**src/rtl/gpu_pkg.sv**
```systemverilog
// Shared widths and types for the GPU pixel read path.
package gpu_pkg;

  localparam int ADDR_W  = 32;
  localparam int PIXEL_W = 16;
  localparam int TAG_W   = 32;
  localparam int WORD_W  = 32;

  typedef logic [PIXEL_W-1:0] pixel_t;

  // What must be remembered about a read until its pixel leaves.
  typedef struct packed {
    logic [TAG_W-1:0] tag;
    logic             hi_half;
  } side_t;

  // Select the 16-bit pixel out of a 32-bit memory word.
  function automatic pixel_t pick_half(input logic [WORD_W-1:0] word, input logic hi_half);
    return hi_half ? word[31:16] : word[15:0];
  endfunction

endpackage

```
**src/rtl/gpu_pixel_reader_if.sv**
```systemverilog
// Request, memory and pixel-stream signals of the pixel reader.
// slave is the reader's view; master is the surrounding system's view.
interface gpu_pixel_reader_if;
  import gpu_pkg::*;

  logic              re_valid;
  logic              re_ready;
  logic [ADDR_W-1:0] re_memory_address;
  logic [TAG_W-1:0]  re_tag;

  logic              mem_req;
  logic              mem_ready;
  logic [ADDR_W-1:0] mem_address;
  logic              mem_rvalid;
  logic [WORD_W-1:0] mem_rdata;

  logic              se_valid;
  logic              se_ready;
  pixel_t            se_pixel;
  logic [TAG_W-1:0]  se_tag;

  modport slave (
    input  re_valid, re_memory_address, re_tag, mem_ready, mem_rvalid, mem_rdata, se_ready,
    output re_ready, mem_req, mem_address, se_valid, se_pixel, se_tag
  );

  modport master (
    output re_valid, re_memory_address, re_tag, mem_ready, mem_rvalid, mem_rdata, se_ready,
    input  re_ready, mem_req, mem_address, se_valid, se_pixel, se_tag
  );

endinterface

```
**src/rtl/gpu_sync_fifo.sv**
```systemverilog
// Small synchronous FIFO; the head entry is readable combinationally so a
// consumer sees it in the same cycle empty drops.
module gpu_sync_fifo #(
  parameter int WIDTH = 32,
  parameter int DEPTH = 4
) (
  input  logic             clk,
  input  logic             rst,
  input  logic             push,
  input  logic [WIDTH-1:0] din,
  input  logic             pop,
  output logic [WIDTH-1:0] dout,
  output logic             empty
);

  localparam int PTR_W = (DEPTH > 1) ? $clog2(DEPTH) : 1;
  localparam int CNT_W = $clog2(DEPTH + 1);

  logic [WIDTH-1:0] mem_reg [DEPTH];
  logic [PTR_W-1:0] wr_ptr_reg, rd_ptr_reg;
  logic [CNT_W-1:0] count_reg;
  logic             full, do_push, do_pop;

  function automatic logic [PTR_W-1:0] bump(input logic [PTR_W-1:0] p);
    return (p == PTR_W'(DEPTH - 1)) ? '0 : p + PTR_W'(1);
  endfunction

  assign empty   = (count_reg == '0);
  assign full    = (count_reg == CNT_W'(DEPTH));
  assign do_push = push && !full;
  assign do_pop  = pop && !empty;
  assign dout    = mem_reg[rd_ptr_reg];

  // Storage write; contents need no reset because the count gates visibility.
  always_ff @(posedge clk) begin
    if (do_push) mem_reg[wr_ptr_reg] <= din;
  end

  // Pointer and occupancy bookkeeping.
  always_ff @(posedge clk or negedge rst) begin
    if (!rst) begin
      wr_ptr_reg <= '0;
      rd_ptr_reg <= '0;
      count_reg  <= '0;
    end else begin
      if (do_push) wr_ptr_reg <= bump(wr_ptr_reg);
      if (do_pop)  rd_ptr_reg <= bump(rd_ptr_reg);
      if (do_push && !do_pop)      count_reg <= count_reg + CNT_W'(1);
      else if (!do_push && do_pop) count_reg <= count_reg - CNT_W'(1);
    end
  end

endmodule

```
**src/rtl/gpu_pixel_reader.sv**
```systemverilog
// Turns pixel read requests into word reads and returns the selected 16-bit
// half with its tag, in request order, under a credit limit of READ_DEPTH.
module gpu_pixel_reader
  import gpu_pkg::*;
#(
  parameter int READ_DEPTH = 4
) (
  input  logic                clk,
  input  logic                rst,
  gpu_pixel_reader_if.slave   bus,
  output logic                busy,
  output logic                err_unexpected
);

  localparam int CNT_W = $clog2(READ_DEPTH + 1);

  logic [CNT_W-1:0]  credit_reg, credit_next;
  logic [CNT_W-1:0]  inflight_reg, inflight_next;
  logic              err_unexpected_reg;
  logic              has_credit, issue, rsp_accept, rsp_stray, se_fire;
  side_t             side_in, side_out;
  logic              side_empty, data_empty;
  logic [WORD_W-1:0] word_out;
  logic              unused_addr_bit0;

  // A credit covers a read from issue until its pixel is taken downstream,
  // so the FIFOs below can never overflow.
  assign has_credit   = credit_reg < CNT_W'(READ_DEPTH);
  assign bus.re_ready = rst && has_credit && bus.mem_ready;
  assign bus.mem_req  = rst && bus.re_valid && has_credit;
  assign bus.mem_address = {bus.re_memory_address[ADDR_W-1:2], 2'b00};
  assign unused_addr_bit0 = bus.re_memory_address[0];

  assign issue      = bus.mem_req && bus.mem_ready;
  assign rsp_accept = bus.mem_rvalid && (inflight_reg != '0);
  assign rsp_stray  = bus.mem_rvalid && (inflight_reg == '0);
  assign se_fire    = bus.se_valid && bus.se_ready;

  assign side_in.tag     = bus.re_tag;
  assign side_in.hi_half = bus.re_memory_address[1];

  // Side entries always outnumber or equal data entries, so data_empty alone
  // decides whether a complete pixel is available.
  assign bus.se_valid = !data_empty;
  assign bus.se_pixel = pick_half(word_out, side_out.hi_half);
  assign bus.se_tag   = side_out.tag;

  assign busy           = (credit_reg != '0);
  assign err_unexpected = err_unexpected_reg;

  gpu_sync_fifo #(.WIDTH($bits(side_t)), .DEPTH(READ_DEPTH)) u_side_fifo (
    .clk   (clk),
    .rst   (rst),
    .push  (issue),
    .din   (side_in),
    .pop   (se_fire),
    .dout  (side_out),
    .empty (side_empty)
  );

  gpu_sync_fifo #(.WIDTH(WORD_W), .DEPTH(READ_DEPTH)) u_data_fifo (
    .clk   (clk),
    .rst   (rst),
    .push  (rsp_accept),
    .din   (bus.mem_rdata),
    .pop   (se_fire),
    .dout  (word_out),
    .empty (data_empty)
  );

  logic unused_side_empty;
  assign unused_side_empty = side_empty;

  // Next-count arithmetic; a simultaneous increment and decrement cancel.
  always_comb begin
    credit_next   = credit_reg;
    inflight_next = inflight_reg;
    if (issue && !se_fire)      credit_next = credit_reg + CNT_W'(1);
    else if (!issue && se_fire) credit_next = credit_reg - CNT_W'(1);
    if (issue && !rsp_accept)      inflight_next = inflight_reg + CNT_W'(1);
    else if (!issue && rsp_accept) inflight_next = inflight_reg - CNT_W'(1);
  end

  // Counter state and the sticky stray-response flag.
  always_ff @(posedge clk or negedge rst) begin
    if (!rst) begin
      credit_reg         <= '0;
      inflight_reg       <= '0;
      err_unexpected_reg <= 1'b0;
    end else begin
      credit_reg   <= credit_next;
      inflight_reg <= inflight_next;
      if (rsp_stray) err_unexpected_reg <= 1'b1;
    end
  end

endmodule
```
**src/flat_wrapper.sv**
```systemverilog
// flat-port wrapper written by rule: the top's interface ports become plain ports
module gpu_pixel_reader_flat import gpu_pkg::*;
#(
  parameter int READ_DEPTH = 4
)
  (clk, rst, busy, err_unexpected, bus_re_valid, bus_re_memory_address, bus_re_tag, bus_mem_ready, bus_mem_rvalid, bus_mem_rdata, bus_se_ready, bus_re_ready, bus_mem_req, bus_mem_address, bus_se_valid, bus_se_pixel, bus_se_tag);
  gpu_pixel_reader_if bus_i ();
  input  logic clk;
  input  logic rst;
  output logic busy;
  output logic err_unexpected;
  input wire logic [$bits(bus_i.re_valid)-1:0] bus_re_valid;
  input wire logic [$bits(bus_i.re_memory_address)-1:0] bus_re_memory_address;
  input wire logic [$bits(bus_i.re_tag)-1:0] bus_re_tag;
  input wire logic [$bits(bus_i.mem_ready)-1:0] bus_mem_ready;
  input wire logic [$bits(bus_i.mem_rvalid)-1:0] bus_mem_rvalid;
  input wire logic [$bits(bus_i.mem_rdata)-1:0] bus_mem_rdata;
  input wire logic [$bits(bus_i.se_ready)-1:0] bus_se_ready;
  output wire logic [$bits(bus_i.re_ready)-1:0] bus_re_ready;
  output wire logic [$bits(bus_i.mem_req)-1:0] bus_mem_req;
  output wire logic [$bits(bus_i.mem_address)-1:0] bus_mem_address;
  output wire logic [$bits(bus_i.se_valid)-1:0] bus_se_valid;
  output wire logic [$bits(bus_i.se_pixel)-1:0] bus_se_pixel;
  output wire logic [$bits(bus_i.se_tag)-1:0] bus_se_tag;
  assign bus_i.re_valid = bus_re_valid;
  assign bus_i.re_memory_address = bus_re_memory_address;
  assign bus_i.re_tag = bus_re_tag;
  assign bus_i.mem_ready = bus_mem_ready;
  assign bus_i.mem_rvalid = bus_mem_rvalid;
  assign bus_i.mem_rdata = bus_mem_rdata;
  assign bus_i.se_ready = bus_se_ready;
  assign bus_re_ready = bus_i.re_ready;
  assign bus_mem_req = bus_i.mem_req;
  assign bus_mem_address = bus_i.mem_address;
  assign bus_se_valid = bus_i.se_valid;
  assign bus_se_pixel = bus_i.se_pixel;
  assign bus_se_tag = bus_i.se_tag;
  gpu_pixel_reader #(.READ_DEPTH(READ_DEPTH)) u_core (.clk(clk), .rst(rst), .bus(bus_i), .busy(busy), .err_unexpected(err_unexpected));
endmodule
```
**config.mk**
```make
export PLATFORM = sky130hd
export DESIGN_NAME = gpu_pixel_reader_flat
export DESIGN_NICKNAME = d
export VERILOG_FILES = /design/src/rtl/gpu_pkg.sv /design/src/rtl/gpu_pixel_reader_if.sv /design/src/rtl/gpu_sync_fifo.sv /design/src/rtl/gpu_pixel_reader.sv /design/src/flat_wrapper.sv
export SDC_FILE = /design/constraint.sdc
export NUM_CORES = 1
export LEC_CHECK = 0
export BUFFER_PORTS_ARGS = -buffer_cell sky130_fd_sc_hd__buf_2
export CORE_ASPECT_RATIO = 1.75
export CORE_MARGIN = 8
export CORE_UTILIZATION = 55
export DETAILED_ROUTE_END_ITERATION = 6
export GPL_TIMING_DRIVEN = 1
export PLACE_DENSITY_LB_ADDON = 0.2
export SLEW_MARGIN = 20
export SYNTH_ARGS = -nofsm -noshare
export SYNTH_HDL_FRONTEND = slang
export SYNTH_HIERARCHICAL = 1
export SYNTH_SLANG_ARGS = --single-unit
```
**constraint.sdc**
```tcl
create_clock -name clk -period 5.3 [get_ports clk]
set_input_delay 0.265 -clock clk [delete_from_list [all_inputs] [get_ports clk]]
set_output_delay 0.265 -clock clk [all_outputs]
set_load 0.01 [all_outputs]
```
Word level (Yosys, flattened, before mapping). Memory sizes are Yosys's and may differ from the RTL's. Index checks and enable logic that the tools add are counted.

Add/subtract/negate cells: 12. Multiply operators: 0. Div/mod/pow operators: 0. Order comparisons: 1. Equal/unequal tests: 6. Shift operators: 0. Multiplexer cells: 17. Bitwise gates (word level): 0. Reduce and logical (&&, ||, !) cells: 40.

Operators by type and width (number): $mux 3 (8); $logic_and 1x1->1 (20); $mux 16 (1); $add 3x1->3 const B (4); $sub 3x1->3 const B (4); $logic_not 1->1 (11); $logic_not 3->1 (3); $add 2x1->2 const B (4); $eq 2x2->1 const B (4); $mux 2 (4); $reduce_bool 2->1 (4); $eq 3x3->1 const B (2); $reduce_bool 3->1 (2); $mux 1 (4); $lt 3x3->1 const B (1).

Bits in registers: 21. Latch bits: 0. Memory bits (writable): 260. Memory bits (read-only): 0. Input port bits: 102. Output and inout port bits: 85. Logic and storage cells: 87. Memories kept: 2.

Memories: u_core.u_side_fifo.mem_reg (words 4, bits a word 33, read ports 1, clocked after Yosys merged registers in 0, write ports 1, line gpu_sync_fifo.sv:19) `logic [WIDTH-1:0] mem_reg [DEPTH];`; u_core.u_data_fifo.mem_reg (words 4, bits a word 32, read ports 1, clocked after Yosys merged registers in 0, write ports 1, line gpu_sync_fifo.sv:19).

Depth between registers and ports, before layout.
Depth in word-level cells: 8. Mapped depth: 11. Depth with buffers taken out: 11.

By module. Netlist, hierarchy kept.

Modules (own cells, without submodules): gpu_sync_fifo (u_core.u_side_fifo) (instances 1, cells each 210, area an instance 5261.3 um^2, seq. area each 4139.0 um^2); gpu_sync_fifo (u_core.u_data_fifo) (instances 1, cells each 204, area an instance 5116.2 um^2, seq. area each 4018.9 um^2); gpu_pixel_reader (instances 1, cells each 86, area an instance 887.1 um^2, seq. area each 175.2 um^2).

Worst setup path before layout. No wires, ideal clock.

Path kind: reg-to-reg. From: reg u_core.credit_reg[2]. To: mem u_core/u_side_fifo/mem_reg[3][0] in the netlist's numbering, enable pin. Setup time: 0.434 ns. Arrival time: 2.475 ns. Data required time: 4.866 ns. Setup slack: 2.391 ns. Cell stages (with the launch flop): 4. Path buffers: 0. Period minus slack after synthesis: 2.909 ns. Path through: dfrtp_1 -> nor3b_1 -> nand2_1 -> a21oi_1.

Cells in the longest elaborated chain, start to end: 6.

RTL lines: start, declared (line gpu_pixel_reader.sv:17) `logic [CNT_W-1:0] credit_reg, credit_next;`; start signal, assigned (line gpu_pixel_reader.sv:91) `credit_reg <= credit_next;`; $lt 3x3->1 (line gpu_pixel_reader.sv:28) `assign has_credit = credit_reg < CNT_W'(READ_DEPTH);`; $logic_and 1x1->1 (line gpu_pixel_reader.sv:30) `assign bus.mem_req = rst && bus.re_valid && has_credit;`; $logic_and 1x1->1 (line gpu_pixel_reader.sv:34) `assign issue = bus.mem_req && bus.mem_ready;`; named net u_core.issue (line gpu_pixel_reader.sv:20) `logic has_credit, issue, rsp_accept, rsp_stray, se_fire;`; $logic_and 1x1->1 (line gpu_sync_fifo.sv:30) `assign do_push = push && !full;`; $mux 1 (line gpu_sync_fifo.sv:36) `if (do_push) mem_reg[wr_ptr_reg] <= din;`; $mux 1 (not written as such) (line gpu_sync_fifo.sv:36); end, declared (line gpu_sync_fifo.sv:19).

The timed path passes the listed nets, and every way through them passes these cells.

==> summary.md <==
| Metric | Value |
|---|---|
| Die X-Extent | 124 um |
| Io pins | 187 |
| Final min period | 3.11 ns |
| Setup CP Type | reg -> out |
| First-pass GRT wire length | 30.6 mm |
| Clock sink total | 281 |
| Largest net degree at the start of global routing | 37 |
| I/O Buffers | 123 |
| Worst Setup End Kind | output pin |
| Number of diodes | 0 |
| Critical Path AT | 2.84 ns |
| Final setup fails | 0 |
| Detailed Route WL | 19.2 mm |
| Drt initial violations | 324 |
| DIE AREA | 25500 um^2 |
| Max_slew headroom | 0.382 |
| Fin. Hold Viols | 0 |
| Global Route Usage Sum | 0.156 |
| DRC | 0 |
| Max FO, Critical Path | 36 |
| Critical path buffers and inverters | 2 |
| Critical path, cell by cell | buf_4, mux4_2, mux2_4, buf_2 |
| Worst skew pair latency | 0.51 ns |
| Wire length per cell | 20.4 um |
| Total Power | 6.68 mW |
| Number of global-route vias before repair | 6027 |
| Core Area | 20200 um^2 |
| Initial antenna violation count | 0 |
| Max-cap violations | 0 |
| Period utilization | 0.586 |
| Ys Warns | 6 |
| Cell Rows | 69 |
| Vias per cell | 5.43 |
| Final Max Slew Viols | 0 |
| DR pass1 iterations | 4 |
| Worst vdd ir | 0.000341 V |
| Worst-margin pin slew | 0.926 ns |
| Max Clk Rate | 0.322 GHz |
| Critical Path RT | 5.04 ns |
| PD cells | 503 nW/um^2 |
| Synthesized instance count | 499 |
| Hpwl dp | 12.1 mm |
| DIE HEIGHT | 205 um |
| Fin Clk Skew | 0.0108 ns |
| Setup_tns | 0 ns |
| Max reg flops | 132 |
| Antenna Nets Post-Route | 0 |
| Fillers | 1330 |
| DR vias | 5108 |
| Slowest cell on crit path | mux4_2 |
| Status | completed |
| Reg clk slew, reported paths | 0.07 ns |
| Min-delay worst type | in -> reg |
| CTS tree | built |
| Fraction of layout cells with a size suffix above 1 | 0.376 |
| CP Launch Type | flop |
| Max incr delay on CP | 0.89 ns |
| Crit-path leading delay family | multiplexers |
| Mapped cell area | 11300 um^2 |
| Starting Density | 0.557 |
| Total grt overflow | 0 |
| CTS max path bufs | 3 |
| Synth Area per Inst | 22.6 um^2 |
| CTS H-Tree Depth | 1 |
| RD Place Congestion | 0.725 |
| NumNets Final | 796 |
| RSZ-0062 raised after global routing | false |
| Leak pwr | 4.71 nW |
| Reg2Reg Setup Slack | 2.73 ns |
| Layout area overhead | 17.9% |
| Clock buffer count from CTS | 25 |
| Root buffer cell | clkbuf_16 |
[final timing paths]
path,endpoint,startpoint,depth (start not counted)
worst min-delay path,u_core/credit_reg[0],bus_se_ready,4
worst min register to register,u_core/err_unexpected,u_core/err_unexpected,1
worst max register to register,u_core/u_side_fifo/count_reg[2],u_core/credit_reg[2],8
worst max-delay path,bus_se_pixel[6],u_core/u_side_fifo/rd_ptr_reg[0],4
min in group asynchronous,u_core/credit_reg[1],rst,2
max in group asynchronous,u_core/u_data_fifo/rd_ptr_reg[0],rst,2
[per-stage QoR]
stage / utilization / std cells / hold slack [ns] / instance area, um^2 / worst slack, ns
3_5_place_dp: 0.585 / 830 / 0.266 / 11800 / 2.24
4_1_cts: 0.657 / 940 / 0.201 / 13300 / 1.75
5_1_grt: 0.657 / 940 / 0.255 / 13300 / 1.94
2_1_floorplan: - / 500 / -0.0306 / 11300 / 2.39
6_report: 0.657 / 940 / 0.219 / 13300 / 2.19
3_3_place_gp: 0.585 / 830 / 0.251 / 11800 / 2.33
[routing by layer]
metal,up-vias,part of all wire,global-route usage
li1,2332,-,-
met1,2614,0.36,0.164
met2,132,0.56,0.294
met3,30,0.062,0.0354
met4,0,0.020,0.0487
met5,-,0,0
[power breakdown]
group	total (mW)	switching, mW	internal [mW]	leakage [nW]
registers	2.95	0.176	2.78	2.60
logic	1.99	0.965	1.03	1.72
clock network	1.74	0.726	1.01	0.385
[layout make-up]
type                            count  area (um^2)  share of cell area
Timing Repair Buffer              199         1350               0.102
Inverter                           11         41.3             0.00311
Sequential cell                   281         8340               0.628
Tap cell                          248          310              0.0234
Clock buffer                       30          644              0.0485
Clock inverter                     13          143              0.0107
Multi-Input combinational cell    158         2450               0.184
[worst reg2reg max path: stages (launching register included)]
cell and delay, ns:
dfrtp_1 0.42, nor3b_1 0.52, a21boi_2 0.37, ha_1 0.23, inv_1 0.07, fa_1 0.43
xor2_1 0.17, nor2_1 0.14, xor2_1 0.15
[what timing repair did]
item,CTS,global route
hold buffers,67,0
buffers inserted,0,0
hold endpoints to repair,282,0
resized for setup,0,0
[cells in the final DEF (no fill, tap or decap), types with 2 or more instances in the layout]
master         instances
edfxtp_1             260
buf_2                123
dlygate4sd3_1         67
mux4_2                57
clkbuf_16             25
dfrtp_1               19
mux2_2                15
ha_1                  14
inv_1                 11
mux2_4                10
buf_4                  9
nor2_1                 8
xor2_1                 8
mux4_1                 8
clkinv_2               5
clkbuf_1               5
nor3_1                 4
xnor2_1                4
fa_1                   4
and2_1                 4
clkinv_1               3
bufinv_16              3
nand2_1                3
a21o_1                 3
and2_2                 3
conb_1                 2
o31ai_4                2
dfrtp_2                2
Power figures use the tool's default switching activity.
